<file path="src/rtl/kanagawa_hal_pkg.sv">
// Shared definitions for the kanagawa HAL ready/valid helpers:
// output-slot state encoding and the lane-counter width helper.
package kanagawa_hal_pkg;

    typedef enum logic {
        SLOT_EMPTY = 1'b0,
        SLOT_FULL  = 1'b1
    } rv_slot_e;

    // Width of a counter that indexes RATIO lanes; never narrower than one bit.
    function automatic int lane_cnt_width(input int ratio);
        return (ratio > 2) ? $clog2(ratio) : 1;
    endfunction

endpackage

</file>
<file path="src/rtl/kanagawa_hal_rv_upsizer_if.sv">
// Narrow-in / wide-out ready/valid bundle for the upsizer.
// slave: the upsizer's view; master: the environment driving beats and consuming words.
interface kanagawa_hal_rv_upsizer_if #(
    parameter int IN_WIDTH = 32,
    parameter int RATIO    = 4
);
    logic                      input_valid;
    logic                      input_ready;
    logic [IN_WIDTH-1:0]       input_data;
    logic                      input_last;
    logic                      output_valid;
    logic                      output_ready;
    logic [IN_WIDTH*RATIO-1:0] output_data;
    logic [RATIO-1:0]          output_keep;
    logic                      output_last;

    modport slave (
        input  input_valid, input_data, input_last, output_ready,
        output input_ready, output_valid, output_data, output_keep, output_last
    );

    modport master (
        output input_valid, input_data, input_last, output_ready,
        input  input_ready, output_valid, output_data, output_keep, output_last
    );
endinterface

</file>
<file path="src/rtl/kanagawa_hal_rv_hold_reg.sv">
// One-entry register slice: a load writes the entry, a drain of a full entry
// empties it; load has priority so drain+load replaces the word without a bubble.
// valid comes straight from the slot flop.
module kanagawa_hal_rv_hold_reg
    import kanagawa_hal_pkg::*;
#(
    parameter int WIDTH = 8
) (
    input  logic             clk,
    input  logic             rst,
    input  logic             load,
    input  logic [WIDTH-1:0] load_data,
    input  logic             drain,
    output logic             valid,
    output logic [WIDTH-1:0] data
);
    rv_slot_e slot;

    // Slot state and payload: load wins over drain.
    always_ff @(posedge clk) begin
        if (rst) begin
            slot <= SLOT_EMPTY;
            data <= '0;
        end else if (load) begin
            slot <= SLOT_FULL;
            data <= load_data;
        end else if (drain && slot == SLOT_FULL) begin
            slot <= SLOT_EMPTY;
        end
    end

    assign valid = (slot == SLOT_FULL);
endmodule

</file>
<file path="src/rtl/kanagawa_hal_rv_upsizer.sv">
// Ready/valid width upsizer: packs RATIO narrow beats into one wide word.
// Lane 0 holds the first beat. input_ready is a flop, so there is no
// combinational path from output_ready to input_ready.
// Optional macro KANAGAWA_UPSIZER_ASSERT_EN compiles in simulation assertions.
module kanagawa_hal_rv_upsizer
    import kanagawa_hal_pkg::*;
#(
    parameter int IN_WIDTH   = 32,
    parameter int RATIO      = 4,
    parameter int LAST_FLUSH = 1
) (
    input logic                       clk,
    input logic                       rst,
    kanagawa_hal_rv_upsizer_if.slave  bus
);
    localparam int OUT_WIDTH = IN_WIDTH * RATIO;
    localparam int CNT_W     = lane_cnt_width(RATIO);
    localparam int WORD_W    = OUT_WIDTH + RATIO + 1;
    localparam logic [CNT_W-1:0] LAST_LANE = CNT_W'(RATIO - 1);

    logic [CNT_W-1:0]     acc_cnt;
    logic [OUT_WIDTH-1:0] acc_data;
    logic [RATIO-1:0]     acc_keep;
    logic                 acc_last;
    logic                 acc_done;
    logic                 in_ready;

    logic                 slot_free;
    logic                 beat_fire;
    logic                 beat_completes;
    logic                 hold_load;
    logic [OUT_WIDTH-1:0] merged_data;
    logic [RATIO-1:0]     merged_keep;
    logic [WORD_W-1:0]    load_word;
    logic [WORD_W-1:0]    held_word;
    logic                 held_valid;

    assign slot_free      = ~held_valid | bus.output_ready;
    assign beat_fire      = bus.input_valid & in_ready;
    assign beat_completes = beat_fire &
                            ((acc_cnt == LAST_LANE) | (bus.input_last & (LAST_FLUSH != 0)));

    // Accumulator contents with the incoming beat written into lane acc_cnt.
    always_comb begin
        merged_data = acc_data;
        merged_keep = acc_keep;
        for (int i = 0; i < RATIO; i++) begin
            if (acc_cnt == CNT_W'(i)) begin
                merged_data[i*IN_WIDTH +: IN_WIDTH] = bus.input_data;
                merged_keep[i]                      = 1'b1;
            end
        end
    end

    // A parked word takes precedence; input is stalled while one exists.
    assign hold_load = slot_free & (acc_done | beat_completes);
    assign load_word = acc_done ? {acc_last, acc_keep, acc_data}
                                : {bus.input_last, merged_keep, merged_data};

    // Accumulator, lane counter and park/unpark control; input_ready mirrors ~acc_done.
    always_ff @(posedge clk) begin
        if (rst) begin
            acc_cnt  <= '0;
            acc_data <= '0;
            acc_keep <= '0;
            acc_last <= 1'b0;
            acc_done <= 1'b0;
            in_ready <= 1'b1;
        end else if (acc_done) begin
            if (slot_free) begin
                acc_data <= '0;
                acc_keep <= '0;
                acc_last <= 1'b0;
                acc_done <= 1'b0;
                in_ready <= 1'b1;
            end
        end else if (beat_completes) begin
            acc_cnt <= '0;
            if (slot_free) begin
                acc_data <= '0;
                acc_keep <= '0;
                acc_last <= 1'b0;
            end else begin
                acc_data <= merged_data;
                acc_keep <= merged_keep;
                acc_last <= bus.input_last;
                acc_done <= 1'b1;
                in_ready <= 1'b0;
            end
        end else if (beat_fire) begin
            acc_cnt  <= acc_cnt + CNT_W'(1);
            acc_data <= merged_data;
            acc_keep <= merged_keep;
        end
    end

    kanagawa_hal_rv_hold_reg #(
        .WIDTH (WORD_W)
    ) u_out_slot (
        .clk       (clk),
        .rst       (rst),
        .load      (hold_load),
        .load_data (load_word),
        .drain     (bus.output_ready),
        .valid     (held_valid),
        .data      (held_word)
    );

    assign bus.input_ready  = in_ready;
    assign bus.output_valid = held_valid;
    assign {bus.output_last, bus.output_keep, bus.output_data} = held_word;

`ifdef KANAGAWA_UPSIZER_ASSERT_EN
    a_input_held : assert property (@(posedge clk) disable iff (rst)
        bus.input_valid && !bus.input_ready |=>
            bus.input_valid && $stable(bus.input_data) && $stable(bus.input_last));

    a_output_stable : assert property (@(posedge clk) disable iff (rst)
        held_valid && !bus.output_ready |=> held_valid && $stable(held_word));

    a_park_only_when_full : assert property (@(posedge clk) disable iff (rst)
        acc_done |-> held_valid);
`else
    // Assertions excluded from this build; logic is unchanged.
`endif
endmodule

</file>
<file path="src/flat_wrapper.sv">
// flat-port wrapper written by rule: the top's interface ports become plain ports
module kanagawa_hal_rv_upsizer_flat import kanagawa_hal_pkg::*;
#(
    parameter int IN_WIDTH   = 32,
    parameter int RATIO      = 4,
    parameter int LAST_FLUSH = 1
)
  (clk, rst, bus_input_valid, bus_input_data, bus_input_last, bus_output_ready, bus_input_ready, bus_output_valid, bus_output_data, bus_output_keep, bus_output_last);
  kanagawa_hal_rv_upsizer_if #(.IN_WIDTH(IN_WIDTH), .RATIO(RATIO)) bus_i ();
  input logic clk;
  input logic rst;
  input wire logic [$bits(bus_i.input_valid)-1:0] bus_input_valid;
  input wire logic [$bits(bus_i.input_data)-1:0] bus_input_data;
  input wire logic [$bits(bus_i.input_last)-1:0] bus_input_last;
  input wire logic [$bits(bus_i.output_ready)-1:0] bus_output_ready;
  output wire logic [$bits(bus_i.input_ready)-1:0] bus_input_ready;
  output wire logic [$bits(bus_i.output_valid)-1:0] bus_output_valid;
  output wire logic [$bits(bus_i.output_data)-1:0] bus_output_data;
  output wire logic [$bits(bus_i.output_keep)-1:0] bus_output_keep;
  output wire logic [$bits(bus_i.output_last)-1:0] bus_output_last;
  assign bus_i.input_valid = bus_input_valid;
  assign bus_i.input_data = bus_input_data;
  assign bus_i.input_last = bus_input_last;
  assign bus_i.output_ready = bus_output_ready;
  assign bus_input_ready = bus_i.input_ready;
  assign bus_output_valid = bus_i.output_valid;
  assign bus_output_data = bus_i.output_data;
  assign bus_output_keep = bus_i.output_keep;
  assign bus_output_last = bus_i.output_last;
  kanagawa_hal_rv_upsizer #(.IN_WIDTH(IN_WIDTH), .RATIO(RATIO), .LAST_FLUSH(LAST_FLUSH)) u_core (.clk(clk), .rst(rst), .bus(bus_i));
endmodule
</file>
<file path="config.mk">
export PLATFORM = sky130hd
export DESIGN_NAME = kanagawa_hal_rv_upsizer_flat
export DESIGN_NICKNAME = d
export VERILOG_FILES = /design/src/rtl/kanagawa_hal_pkg.sv /design/src/rtl/kanagawa_hal_rv_upsizer_if.sv /design/src/rtl/kanagawa_hal_rv_hold_reg.sv /design/src/rtl/kanagawa_hal_rv_upsizer.sv /design/src/flat_wrapper.sv
export SDC_FILE = /design/constraint.sdc
export NUM_CORES = 1
export LEC_CHECK = 0
export CORE_UTILIZATION = 56
export DETAILED_ROUTE_END_ITERATION = 8
export PLACE_DENSITY = 0.85
export SLEW_MARGIN = 20
export SYNTH_ARGS = -nofsm -noshare
export SYNTH_HDL_FRONTEND = slang
export SYNTH_SLANG_ARGS = --single-unit
</file>
<file path="constraint.sdc">
create_clock -name clk -period 2.6 [get_ports clk]
set_input_delay 0.78 -clock clk [delete_from_list [all_inputs] [get_ports clk]]
set_output_delay 0.78 -clock clk [all_outputs]
set_load 0.02 [all_outputs]
</file>
==> flow_summary.html, run 1 <==
<table>
<tr><th>Metric</th><th>Value</th></tr>
<tr><th colspan="2">Timing</th></tr>
<tr><td>Tightest slew margin relative to the limit</td><td>0.4347</td></tr>
<tr><td>Count of final hold-check violations</td><td>0</td></tr>
<tr><td>Number of pins with negative max-slew slack in the final report</td><td>0</td></tr>
<tr><td>Final worst path period need</td><td>2.392 ns</td></tr>
<tr><td>Post-route fraction of the period consumed by the critical path</td><td>0.9200</td></tr>
<tr><td>Max Fclk</td><td>418.1 MHz</td></tr>
<tr><td>Count of final setup violators</td><td>0</td></tr>
<tr><td>Worst Clk Skew</td><td>0.01624 ns</td></tr>
<tr><td>WHS</td><td>0.4710 ns</td></tr>
<tr><td>Unrepaired setup endpoints after global routing</td><td>false</td></tr>
<tr><td>Transition time at the pin with the least slew margin</td><td>0.8480 ns</td></tr>
<tr><th colspan="2">Yosys</th></tr>
<tr><td>Post-synth top area share</td><td>0.3883</td></tr>
<tr><td>Number of synthesis warnings</td><td>0</td></tr>
<tr><td>Prevailing post-synth register cell</td><td>sky130_fd_sc_hd__dfxtp_1</td></tr>
<tr><td>Library cells used by synthesis</td><td>30</td></tr>
<tr><td>Mean post-synth cell area</td><td>10.93 µm²</td></tr>
<tr><td>Cell taking the most area after synthesis</td><td>sky130_fd_sc_hd__dfxtp_1</td></tr>
<tr><td>Number of flops mapped to enable cells by yosys</td><td>0</td></tr>
<tr><td>Cell with the most instances after synthesis</td><td>sky130_fd_sc_hd__dfxtp_1</td></tr>
<tr><td>Syn_nets</td><td>1323</td></tr>
<tr><td>Synth cell count leaders</td><td>sky130_fd_sc_hd__dfxtp_1 (271), sky130_fd_sc_hd__mux2i_1 (257), sky130_fd_sc_hd__nor2_1 (140)</td></tr>
<tr><td>Post-synthesis instance total</td><td>1278</td></tr>
<tr><td>Total standard cell area after synthesis</td><td>13970 µm²</td></tr>
<tr><td>Flip-flop and latch count after synthesis</td><td>271</td></tr>
<tr><td>Fraction of the yosys area taken by sequential cells</td><td>0.3883</td></tr>
<tr><td>Biggest area contributors in the synthesized netlist</td><td>sky130_fd_sc_hd__dfxtp_1 (39%), sky130_fd_sc_hd__mux2i_1 (18%), sky130_fd_sc_hd__a211oi_2 (12%)</td></tr>
<tr><td>Proportion of synthesized flip-flops having asynchronous set or reset</td><td>0</td></tr>
<tr><th colspan="2">Place</th></tr>
<tr><td>Port buffer count</td><td>171</td></tr>
<tr><td>Final estimated routing congestion in global placement</td><td>0.7852</td></tr>
<tr><td>HPWL reported at the end of detailed placement</td><td>21870 µm</td></tr>
<tr><th colspan="2">Detailed routing</th></tr>
<tr><td>DRC Markers</td><td>0</td></tr>
<tr><td>Total length of routed wires</td><td>34250 µm</td></tr>
<tr><td>Routed length per placed instance</td><td>19.96 µm</td></tr>
<tr><td>Post-DRT Antenna Nets</td><td>0</td></tr>
<tr><td>Detailed-router iteration count before antenna repair</td><td>5</td></tr>
<tr><td>Iter 0 DRT Violations</td><td>1019</td></tr>
<tr><td>Vias per cell</td><td>6.008</td></tr>
<tr><td>Via count</td><td>10310</td></tr>
<tr><th colspan="2">Die</th></tr>
<tr><td>Die X-Extent</td><td>160.0 µm</td></tr>
<tr><td>Starting density of the core</td><td>0.5728</td></tr>
<tr><td>Die Area</td><td>25580 µm²</td></tr>
<tr><td>Core Rows</td><td>57</td></tr>
<tr><td>Count of pins on the block boundary</td><td>172</td></tr>
<tr><td>Core region area</td><td>24390 µm²</td></tr>
<tr><td>Die Span Y</td><td>160.0 µm</td></tr>
<tr><th colspan="2">Worst setup path</th></tr>
<tr><td>Number of cells on the worst reg-to-reg path</td><td>6</td></tr>
<tr><td>Worst endpoint required time</td><td>1.82 ns</td></tr>
<tr><td>Largest fanout of any net on the critical path</td><td>4</td></tr>
<tr><td>Reg2Reg Capture Point</td><td>u_core.u_out_slot.data[106]</td></tr>
<tr><td>Crit path largest cell delay</td><td>0.64 ns</td></tr>
<tr><td>R2r setup slk</td><td>0.55 ns</td></tr>
<tr><td>Combined buffer and inverter count along the critical path</td><td>1</td></tr>
<tr><td>Reg-to-Reg Start</td><td>u_core.acc_cnt[1]</td></tr>
<tr><td>Series of cell instances along the critical path</td><td>clkdlybuf4s50_1</td></tr>
<tr><td>Top Family by Delay on Critical Path</td><td>buffers and inverters</td></tr>
<tr><td>Slowest cell on crit path</td><td>sky130_fd_sc_hd__clkdlybuf4s50_1</td></tr>
<tr><td>Capturing element of the worst setup path</td><td>bus_input_ready</td></tr>
<tr><td>Arrival time at the worst endpoint</td><td>1.61 ns</td></tr>
<tr><td>WS Path Type</td><td>reg -&gt; out</td></tr>
<tr><td>Startpoint of the most critical setup path</td><td>u_core.bus.input_ready</td></tr>
<tr><td>Logic depth of the worst setup path including buffers</td><td>1</td></tr>
<tr><td>Worst Setup Start Kind</td><td>flip-flop</td></tr>
<tr><td>Capturing element type of the critical path</td><td>output pin</td></tr>
<tr><th colspan="2">CTS</th></tr>
<tr><td>Clock net sink count</td><td>271</td></tr>
<tr><td>Clock tree from TritonCTS</td><td>done</td></tr>
<tr><td>Total setup buffers inserted after CTS</td><td>0</td></tr>
<tr><td>CTS H-Tree Depth</td><td>1</td></tr>
<tr><td>Maximum clock path buffer count</td><td>3</td></tr>
<tr><td># hold bufs at CTS</td><td>0</td></tr>
<tr><td>Number of clock buffers inserted by TritonCTS</td><td>28</td></tr>
<tr><td>Source-to-sink clock delay at the later pin of the worst-skew pair</td><td>0.54 ns</td></tr>
<tr><td>Clock input transition at the sequential cells of the worst setup and hold paths</td><td>0.06 ns</td></tr>
<tr><td>Post_cts resized</td><td>0</td></tr>
<tr><td>Clock root buffer master</td><td>sky130_fd_sc_hd__clkbuf_16</td></tr>
<tr><th colspan="2">Power and ir drop</th></tr>
<tr><td>Total Power Consumption</td><td>10470 µW</td></tr>
<tr><td>Power density over cell area</td><td>621.5 nW/µm²</td></tr>
<tr><td>Net Sw Frac</td><td>0.2822</td></tr>
<tr><td>Worst ir drop on vdd</td><td>0.4827 mV</td></tr>
<tr><td>Static Leakage</td><td>0.005699 µW</td></tr>
<tr><td>Reg power frac</td><td>0.431</td></tr>
<tr><td>Logic gate share of total power</td><td>0.191</td></tr>
<tr><td>Switching power total</td><td>2956 µW</td></tr>
<tr><td>Cell internal power dissipation</td><td>7518 µW</td></tr>
<tr><td>Proportion of power drawn by the clock network</td><td>0.379</td></tr>
<tr><th colspan="2">Job</th></tr>
<tr><td>Max cap viols</td><td>0</td></tr>
<tr><th colspan="2">Finish</th></tr>
<tr><td>Final-layout fill cell count</td><td>1815</td></tr>
<tr><td>Ratio of cells with drive above 1 in the final layout</td><td>0.2608</td></tr>
<tr><td>Layout area overhead</td><td>20.63%</td></tr>
<tr><td>Inserted Diodes</td><td>0</td></tr>
<tr><td>Footprint of the flip-flops and latches</td><td>5425 µm²</td></tr>
<tr><td>NumNets Final</td><td>1419</td></tr>
<tr><td>Multi-input combinational cell area</td><td>7647 µm²</td></tr>
<tr><th colspan="2">Global routing</th></tr>
<tr><td>Wire length of the first global-routing pass</td><td>55980 µm</td></tr>
<tr><td>Overflow left after global routing</td><td>0</td></tr>
<tr><td>Number of antenna violations at the first check in global routing</td><td>0</td></tr>
<tr><td>Largest net degree at the start of global routing</td><td>153</td></tr>
<tr><td>Vias in the first global route</td><td>10160</td></tr>
<tr><td>GRT Total Usage</td><td>0.2658</td></tr>
<tr><th colspan="2">Run status</th></tr>
<tr><td>Result of the run</td><td>complete, no violations</td></tr>
<tr><th colspan="2">Hold path</th></tr>
<tr><td>Worst min-delay path class</td><td>reg -&gt; reg</td></tr>
</table>
[worst min path at each step]
stage                             from  cells past startpoint                  to
finish                 u_core.acc_last                      2     u_core.acc_last
detailed placement     u_core.acc_last                      2     u_core.acc_last
CTS                    u_core.acc_last                      2     u_core.acc_last
global route           u_core.acc_last                      2     u_core.acc_last
global placement    u_core.acc_keep[2]                      2  u_core.acc_keep[2]
floorplan           u_core.acc_keep[0]                      2  u_core.acc_keep[0]
[power by group through the flow]
stage | combinational (µW) | clock (µW) | sequential, µW
2_1_floorplan | 1160 | 0 | 4750
3_3_place_gp | 1950 | 0 | 4590
3_5_place_dp | 1980 | 0 | 4600
4_1_cts | 2000 | 4000 | 4510
5_1_grt | 2120 | 4190 | 4530
6_report | 2000 | 3970 | 4510
[per-stage QoR]
step / setup slack [ns] / cells / util / instance area (µm²) / TNS (ns)
after global placement: 0.04366 / 1668 / 0.6543 / 15960 / 0
after floorplan: 0.6374 / 1278 / - / 13970 / 0
after global routing: 0.1829 / 1716 / 0.6909 / 16850 / 0
after detailed placement: -0.02245 / 1668 / 0.6543 / 15960 / -0.04085
after CTS: 0.2118 / 1716 / 0.6909 / 16850 / 0
final: 0.2080 / 1716 / 0.6909 / 16850 / 0
[layout by cell type, fill, tap and decap left out, types with 8 or more instances in the layout]
| master | count |
|---|---|
| sky130_fd_sc_hd__a211oi_2 | 129 |
| sky130_fd_sc_hd__a21oi_1 | 8 |
| sky130_fd_sc_hd__buf_12 | 22 |
| sky130_fd_sc_hd__buf_4 | 42 |
| sky130_fd_sc_hd__clkbuf_1 | 8 |
| sky130_fd_sc_hd__clkbuf_16 | 29 |
| sky130_fd_sc_hd__clkdlybuf4s50_1 | 170 |
| sky130_fd_sc_hd__dfxtp_1 | 271 |
| sky130_fd_sc_hd__ha_1 | 8 |
| sky130_fd_sc_hd__mux2i_1 | 257 |
| sky130_fd_sc_hd__nand3b_1 | 128 |
| sky130_fd_sc_hd__nor2_1 | 140 |
| sky130_fd_sc_hd__nor3_1 | 9 |
| sky130_fd_sc_hd__o31ai_1 | 8 |
| sky130_fd_sc_hd__o31ai_2 | 120 |
[registers in the layout (all words and copies together) (netlist names)]
name and count:
u_core.bus.input_ready 1, u_core.u_out_slot.valid 1, u_core.acc_last 1, u_core.acc_keep 4
u_core.u_out_slot.data 133, u_core.acc_data 128, u_core.acc_done 1, u_core.acc_cnt 2
[logic make-up after synthesis]
logic type               share of synthesized area
AO/OA/AOI/OAI                               0.2339
XOR/XNOR                                 0.0006270
adder cells (fa/ha/maj)                   0.007165
buffers and inverters                      0.06753
flip-flops                                  0.3883
multiplexers                                0.1841
AND/OR/NAND/NOR                             0.1183
[worst reg2reg max path: stages (launching register included)]
cell	delay, ns
sky130_fd_sc_hd__dfxtp_1	0.46
sky130_fd_sc_hd__ha_1	0.25
sky130_fd_sc_hd__buf_4	0.21
sky130_fd_sc_hd__nor2b_2	0.21
sky130_fd_sc_hd__buf_4	0.30
sky130_fd_sc_hd__mux2i_1	0.35
sky130_fd_sc_hd__a211oi_2	0.11
[routing by layer]
| layer | up-vias | track usage | share of wire |
|---|---|---|---|
| met2 | 295 | 0.4079 | 0.44 |
| met4 | 0 | 0.06190 | 0.018 |
| met1 | 5118 | 0.3896 | 0.48 |
| met5 | - | 0 | 0 |
| met3 | 45 | 0.04130 | 0.058 |
| li1 | 4852 | - | - |
[final cells by class]
class | count | share of cell area
inverter | 2 | 0.0004455
multi-input combinational | 836 | 0.4538
sequential | 271 | 0.3219
clock inverter | 5 | 0.003341
timing repair buffer | 235 | 0.1467
clock buffer | 43 | 0.04974
tap | 324 | 0.02406
No activity file was read; power rests on OpenSTA's default activity.
==> run 2, diff against run 1 <==
--- a/config.mk
+++ b/config.mk
@@ -5,10 +5,11 @@
 export SDC_FILE = /design/constraint.sdc
 export NUM_CORES = 1
 export LEC_CHECK = 0
-export CORE_UTILIZATION = 56
+export CORE_UTILIZATION = 54
 export DETAILED_ROUTE_END_ITERATION = 8
 export PLACE_DENSITY = 0.85
 export SLEW_MARGIN = 20
 export SYNTH_ARGS = -nofsm -noshare
 export SYNTH_HDL_FRONTEND = slang
+export SYNTH_HIERARCHICAL = 1
 export SYNTH_SLANG_ARGS = --single-unit
==> flow_summary.html, run 2 <==
<table>
<tr><th>Metric</th><th>Value</th></tr>
<tr><th colspan="2">Run status</th></tr>
<tr><td>Result of the run</td><td>complete, no violations</td></tr>
<tr><th colspan="2">Timing</th></tr>
<tr><td>Max Fclk</td><td>415.5 MHz (-0.62%)</td></tr>
<tr><td>Number of pins with negative max-slew slack in the final report</td><td>0 (unchanged)</td></tr>
<tr><td>Worst Clk Skew</td><td>0.008156 ns (-0.008089 ns)</td></tr>
<tr><td>Worst Slack Setup Final</td><td>0.1930 ns (-0.01498 ns)</td></tr>
<tr><td>Tightest slew margin relative to the limit</td><td>0.2638 (-0.1708)</td></tr>
<tr><td>Transition time at the pin with the least slew margin</td><td>1.100 ns (+0.2521 ns)</td></tr>
<tr><td>Post-route fraction of the period consumed by the critical path</td><td>0.9258 (+0.005761)</td></tr>
<tr><td>Count of final hold-check violations</td><td>0 (unchanged)</td></tr>
<tr><td>Final worst path period need</td><td>2.407 ns (+0.01498 ns)</td></tr>
<tr><td>Unrepaired setup endpoints after global routing</td><td>false</td></tr>
<tr><td>Count of final setup violators</td><td>0 (unchanged)</td></tr>
<tr><th colspan="2">Worst setup path</th></tr>
<tr><td>R2r setup slk</td><td>0.28 ns (-0.27 ns)</td></tr>
<tr><td>Combined buffer and inverter count along the critical path</td><td>1 (unchanged)</td></tr>
<tr><td>Reg2Reg Capture Point</td><td>u_core/u_out_slot/data[27]</td></tr>
<tr><td>Worst Setup Start Kind</td><td>flip-flop</td></tr>
<tr><td>Largest fanout of any net on the critical path</td><td>8 (+4)</td></tr>
<tr><td>Reg-to-Reg Start</td><td>u_core/acc_cnt[0]</td></tr>
<tr><td>Capturing element type of the critical path</td><td>output pin</td></tr>
<tr><td>Arrival time at the worst endpoint</td><td>1.63 ns (+0.02 ns)</td></tr>
<tr><td>Top Family by Delay on Critical Path</td><td>buffers and inverters</td></tr>
<tr><td>Worst endpoint required time</td><td>1.82 ns (about the same)</td></tr>
<tr><td>Slowest cell on crit path</td><td>sky130_fd_sc_hd__clkdlybuf4s50_1</td></tr>
<tr><td>Crit path largest cell delay</td><td>0.65 ns (about the same)</td></tr>
<tr><td>Number of cells on the worst reg-to-reg path</td><td>8 (+2)</td></tr>
<tr><td>Series of cell instances along the critical path</td><td>clkdlybuf4s50_1</td></tr>
<tr><td>WS Path Type</td><td>reg -&gt; out</td></tr>
<tr><th colspan="2">Job</th></tr>
<tr><td>Max cap viols</td><td>0 (unchanged)</td></tr>
<tr><th colspan="2">CTS</th></tr>
<tr><td>Total setup buffers inserted after CTS</td><td>0 (unchanged)</td></tr>
<tr><td>Clock tree from TritonCTS</td><td>done</td></tr>
<tr><td>Clock input transition at the sequential cells of the worst setup and hold paths</td><td>0.06 ns (about the same)</td></tr>
<tr><td>Clock net sink count</td><td>271 (unchanged)</td></tr>
<tr><td>Maximum clock path buffer count</td><td>3 (unchanged)</td></tr>
<tr><td>Number of clock buffers inserted by TritonCTS</td><td>27 (-3.6%)</td></tr>
<tr><td># hold bufs at CTS</td><td>0 (unchanged)</td></tr>
<tr><td>Source-to-sink clock delay at the later pin of the worst-skew pair</td><td>0.52 ns (-0.02 ns)</td></tr>
<tr><td>CTS H-Tree Depth</td><td>1 (unchanged)</td></tr>
<tr><td>Clock root buffer master</td><td>sky130_fd_sc_hd__clkbuf_16</td></tr>
<tr><td>Post_cts resized</td><td>0 (unchanged)</td></tr>
<tr><th colspan="2">Yosys</th></tr>
<tr><td>Proportion of synthesized flip-flops having asynchronous set or reset</td><td>0 (unchanged)</td></tr>
<tr><td>Cell taking the most area after synthesis</td><td>sky130_fd_sc_hd__dfxtp_1</td></tr>
<tr><td>Number of synthesis warnings</td><td>6 (+6)</td></tr>
<tr><td>Cell with the most instances after synthesis</td><td>sky130_fd_sc_hd__dfxtp_1</td></tr>
<tr><td>Mean post-synth cell area</td><td>11.66 µm² (+6.7%)</td></tr>
<tr><td>Flip-flop and latch count after synthesis</td><td>271 (unchanged)</td></tr>
<tr><td>Biggest area contributors in the synthesized netlist</td><td>sky130_fd_sc_hd__dfxtp_1 (49%), sky130_fd_sc_hd__mux2_2 (13%), sky130_fd_sc_hd__mux2i_1 (12%)</td></tr>
<tr><td>Number of flops mapped to enable cells by yosys</td><td>0 (unchanged)</td></tr>
<tr><td>Post-synthesis instance total</td><td>942 (-26%)</td></tr>
<tr><td>Synth cell count leaders</td><td>sky130_fd_sc_hd__dfxtp_1 (271), sky130_fd_sc_hd__nor2_1 (134), sky130_fd_sc_hd__mux2i_1 (133)</td></tr>
<tr><td>Post-synth top area share</td><td>0.4939 (+0.1056)</td></tr>
<tr><td>Total standard cell area after synthesis</td><td>10980 µm² (-21%)</td></tr>
<tr><td>Prevailing post-synth register cell</td><td>sky130_fd_sc_hd__dfxtp_1</td></tr>
<tr><td>Fraction of the yosys area taken by sequential cells</td><td>0.4939 (+0.1056)</td></tr>
<tr><td>Library cells used by synthesis</td><td>34 (+13%)</td></tr>
<tr><td>Syn_nets</td><td>987 (-25%)</td></tr>
<tr><th colspan="2">Finish</th></tr>
<tr><td>Largest registers ranked by flip-flop count</td><td>u_core/u_out_slot/data (133), u_core/acc_data (128), u_core/acc_keep (4)</td></tr>
<tr><td>Leading cell type in the layout, fill and taps excluded</td><td>sky130_fd_sc_hd__dfxtp_1</td></tr>
<tr><td>Ratio of cells with drive above 1 in the final layout</td><td>0.2064 (-0.05437)</td></tr>
<tr><td>Final instance count without filler cells</td><td>1389 (-19%)</td></tr>
<tr><td>NumNets Final</td><td>1149 (-19%)</td></tr>
<tr><td>Final core utilization</td><td>0.7026 (+0.01165)</td></tr>
<tr><td>Biggest register</td><td>u_core/u_out_slot/data</td></tr>
<tr><td>Inserted Diodes</td><td>0 (unchanged)</td></tr>
<tr><td>Layout area overhead</td><td>26.12%</td></tr>
<tr><td>Number of flip-flops in the largest register</td><td>133 (unchanged)</td></tr>
<tr><td>Most frequent cells in the layout</td><td>sky130_fd_sc_hd__dfxtp_1 (271), sky130_fd_sc_hd__clkdlybuf4s50_1 (170), sky130_fd_sc_hd__nor2_1 (134)</td></tr>
<tr><td>Non-Filler Cell Area, Final</td><td>13850 µm² (-18%)</td></tr>
<tr><th colspan="2">Die</th></tr>
<tr><td>Die Area</td><td>20910 µm² (-18%)</td></tr>
<tr><td>Starting density of the core</td><td>0.5571 (-0.01571)</td></tr>
<tr><td>Core region area</td><td>19720 µm² (-19%)</td></tr>
<tr><td>Count of pins on the block boundary</td><td>172 (unchanged)</td></tr>
<tr><td>Core Rows</td><td>51 (-11%)</td></tr>
<tr><td>Die X-Extent</td><td>144.6 µm (-9.6%)</td></tr>
<tr><td>Die Span Y</td><td>144.6 µm (-9.6%)</td></tr>
<tr><th colspan="2">Hold path</th></tr>
<tr><td>Worst Hold Launch</td><td>u_core/acc_data[16]</td></tr>
<tr><td>Worst min-delay path class</td><td>reg -&gt; reg</td></tr>
<tr><td>Hold Path Cell Cnt</td><td>1 (-1)</td></tr>
<tr><td>Hold worst-path end</td><td>u_core/acc_data[16]</td></tr>
<tr><th colspan="2">Place</th></tr>
<tr><td>Number of cells in the design after placement</td><td>1340 (-20%)</td></tr>
<tr><td>HPWL reported at the end of detailed placement</td><td>16250 µm (-26%)</td></tr>
<tr><td>Port buffer count</td><td>171 (unchanged)</td></tr>
<tr><td>Final estimated routing congestion in global placement</td><td>0.7691 (-2.1%)</td></tr>
<tr><td>Worst slack, placed</td><td>-0.2003 ns (-0.1778 ns)</td></tr>
<tr><td>Cell area after placement</td><td>12890 µm² (-19%)</td></tr>
<tr><th colspan="2">Detailed routing</th></tr>
<tr><td>Total length of routed wires</td><td>26120 µm (-24%)</td></tr>
<tr><td>Routed length per placed instance</td><td>18.80 µm (-5.8%)</td></tr>
<tr><td>Post-DRT Antenna Nets</td><td>0 (unchanged)</td></tr>
<tr><td>DRC Markers</td><td>0 (unchanged)</td></tr>
<tr><td>Vias per cell</td><td>5.589 (-7.0%)</td></tr>
<tr><td>Iter 0 DRT Violations</td><td>414 (-59%)</td></tr>
<tr><td>Detailed-router iteration count before antenna repair</td><td>5 (unchanged)</td></tr>
<tr><td>Via count</td><td>7763 (-25%)</td></tr>
<tr><th colspan="2">Power and ir drop</th></tr>
<tr><td>Worst ir drop on vdd</td><td>0.5267 mV (+9.1%)</td></tr>
<tr><td>Total Power Consumption</td><td>9310 µW (-11%)</td></tr>
<tr><td>Power density over cell area</td><td>672.1 nW/µm² (+8.1%)</td></tr>
<tr><td>Static Leakage</td><td>0.005462 µW (-4.2%)</td></tr>
<tr><th colspan="2">Global routing</th></tr>
<tr><td>Number of antenna violations at the first check in global routing</td><td>0 (unchanged)</td></tr>
<tr><td>Vias in the first global route</td><td>7774 (-23%)</td></tr>
<tr><td>Largest net degree at the start of global routing</td><td>144 (-5.9%)</td></tr>
<tr><td>GRT Total Usage</td><td>0.2509 (-0.01493)</td></tr>
<tr><td>Wire length of the first global-routing pass</td><td>41410 µm (-26%)</td></tr>
<tr><td>Overflow left after global routing</td><td>0 (unchanged)</td></tr>
</table>
## run 2: final cells by class
class	instances	area (µm²)
sequential	271	5425
multi-input combinational	594	4994
clock inverter	8	147.6
fill	1382	5864
clock buffer	41	818.3
inverter	4	15.01
tap	265	331.6
timing repair buffer	206	2122
## run 2: cells by family after synthesis
family | Yosys count | share of synthesized area
buffers and inverters | 77 | 0.05525
AOI/OAI and AO/OA | 156 | 0.1230
adders and majority gates | 8 | 0.009113
DFF | 271 | 0.4939
muxes | 262 | 0.2534
and+or+nand+nor | 168 | 0.06527
## run 2: where the power goes
part	internal [µW]	switching (µW)	leakage, µW
clock	2560	1600	0.000477
sequential	4230	46.6	0.00219
combinational	399	466	0.00279
total	7190	2120	0.00546
## run 2: metal layers
layer | GRT usage | vias up | share of wire
met3 | 0.03907 | 36 | 0.054
met2 | 0.4213 | 243 | 0.48
met5 | 0 | - | 0
met1 | 0.3318 | 3788 | 0.45
met4 | 0.07258 | 0 | 0.019
li1 | - | 3696 | -
## run 2: worst max path at each step
stage	to	slack (ns)	start	depth (start not counted)
after detailed placement	u_core/acc_data[120]	-0.20	bus_output_ready	6
final	bus_input_ready	0.19	u_core/bus.input_ready	1
after floorplan	u_core/u_out_slot/data[110]	0.42	bus_input_last	8
after global placement	u_core/acc_data[110]	-0.15	bus_output_ready	6
after CTS	bus_input_ready	0.17	u_core/bus.input_ready	1
after global routing	bus_input_ready	0.12	u_core/bus.input_ready	1
## run 2: through the flow
| step | TNS (ns) | hold WS (ns) |
|---|---|---|
| finish | 0 | 0.4732 |
| global route | 0 | 0.4917 |
| CTS | 0 | 0.4786 |
| detailed placement | -27.00 | 0.4602 |
| global placement | -18.66 | 0.4475 |
| floorplan | 0 | 0.4380 |
## run 2: worst register-to-register path: cells and delay by family, from the launching register on
family	cells	cell delay, ns
AO/OA/AOI/OAI	1	0.28
multiplexers	1	0.24
adder cells (fa/ha/maj)	1	0.41
flip-flops	1	0.45
buffers and inverters	2	0.38
AND/OR/NAND/NOR	3	0.44
==> run 3, diff against run 2 <==
--- a/config.mk
+++ b/config.mk
@@ -8,7 +8,7 @@
 export CORE_UTILIZATION = 54
 export DETAILED_ROUTE_END_ITERATION = 8
 export PLACE_DENSITY = 0.85
-export SLEW_MARGIN = 20
+export SLEW_MARGIN = 5
 export SYNTH_ARGS = -nofsm -noshare
 export SYNTH_HDL_FRONTEND = slang
 export SYNTH_HIERARCHICAL = 1
==> results of run 3 <==
The final DEF is identical to that of run 2; final timing and power are the same.
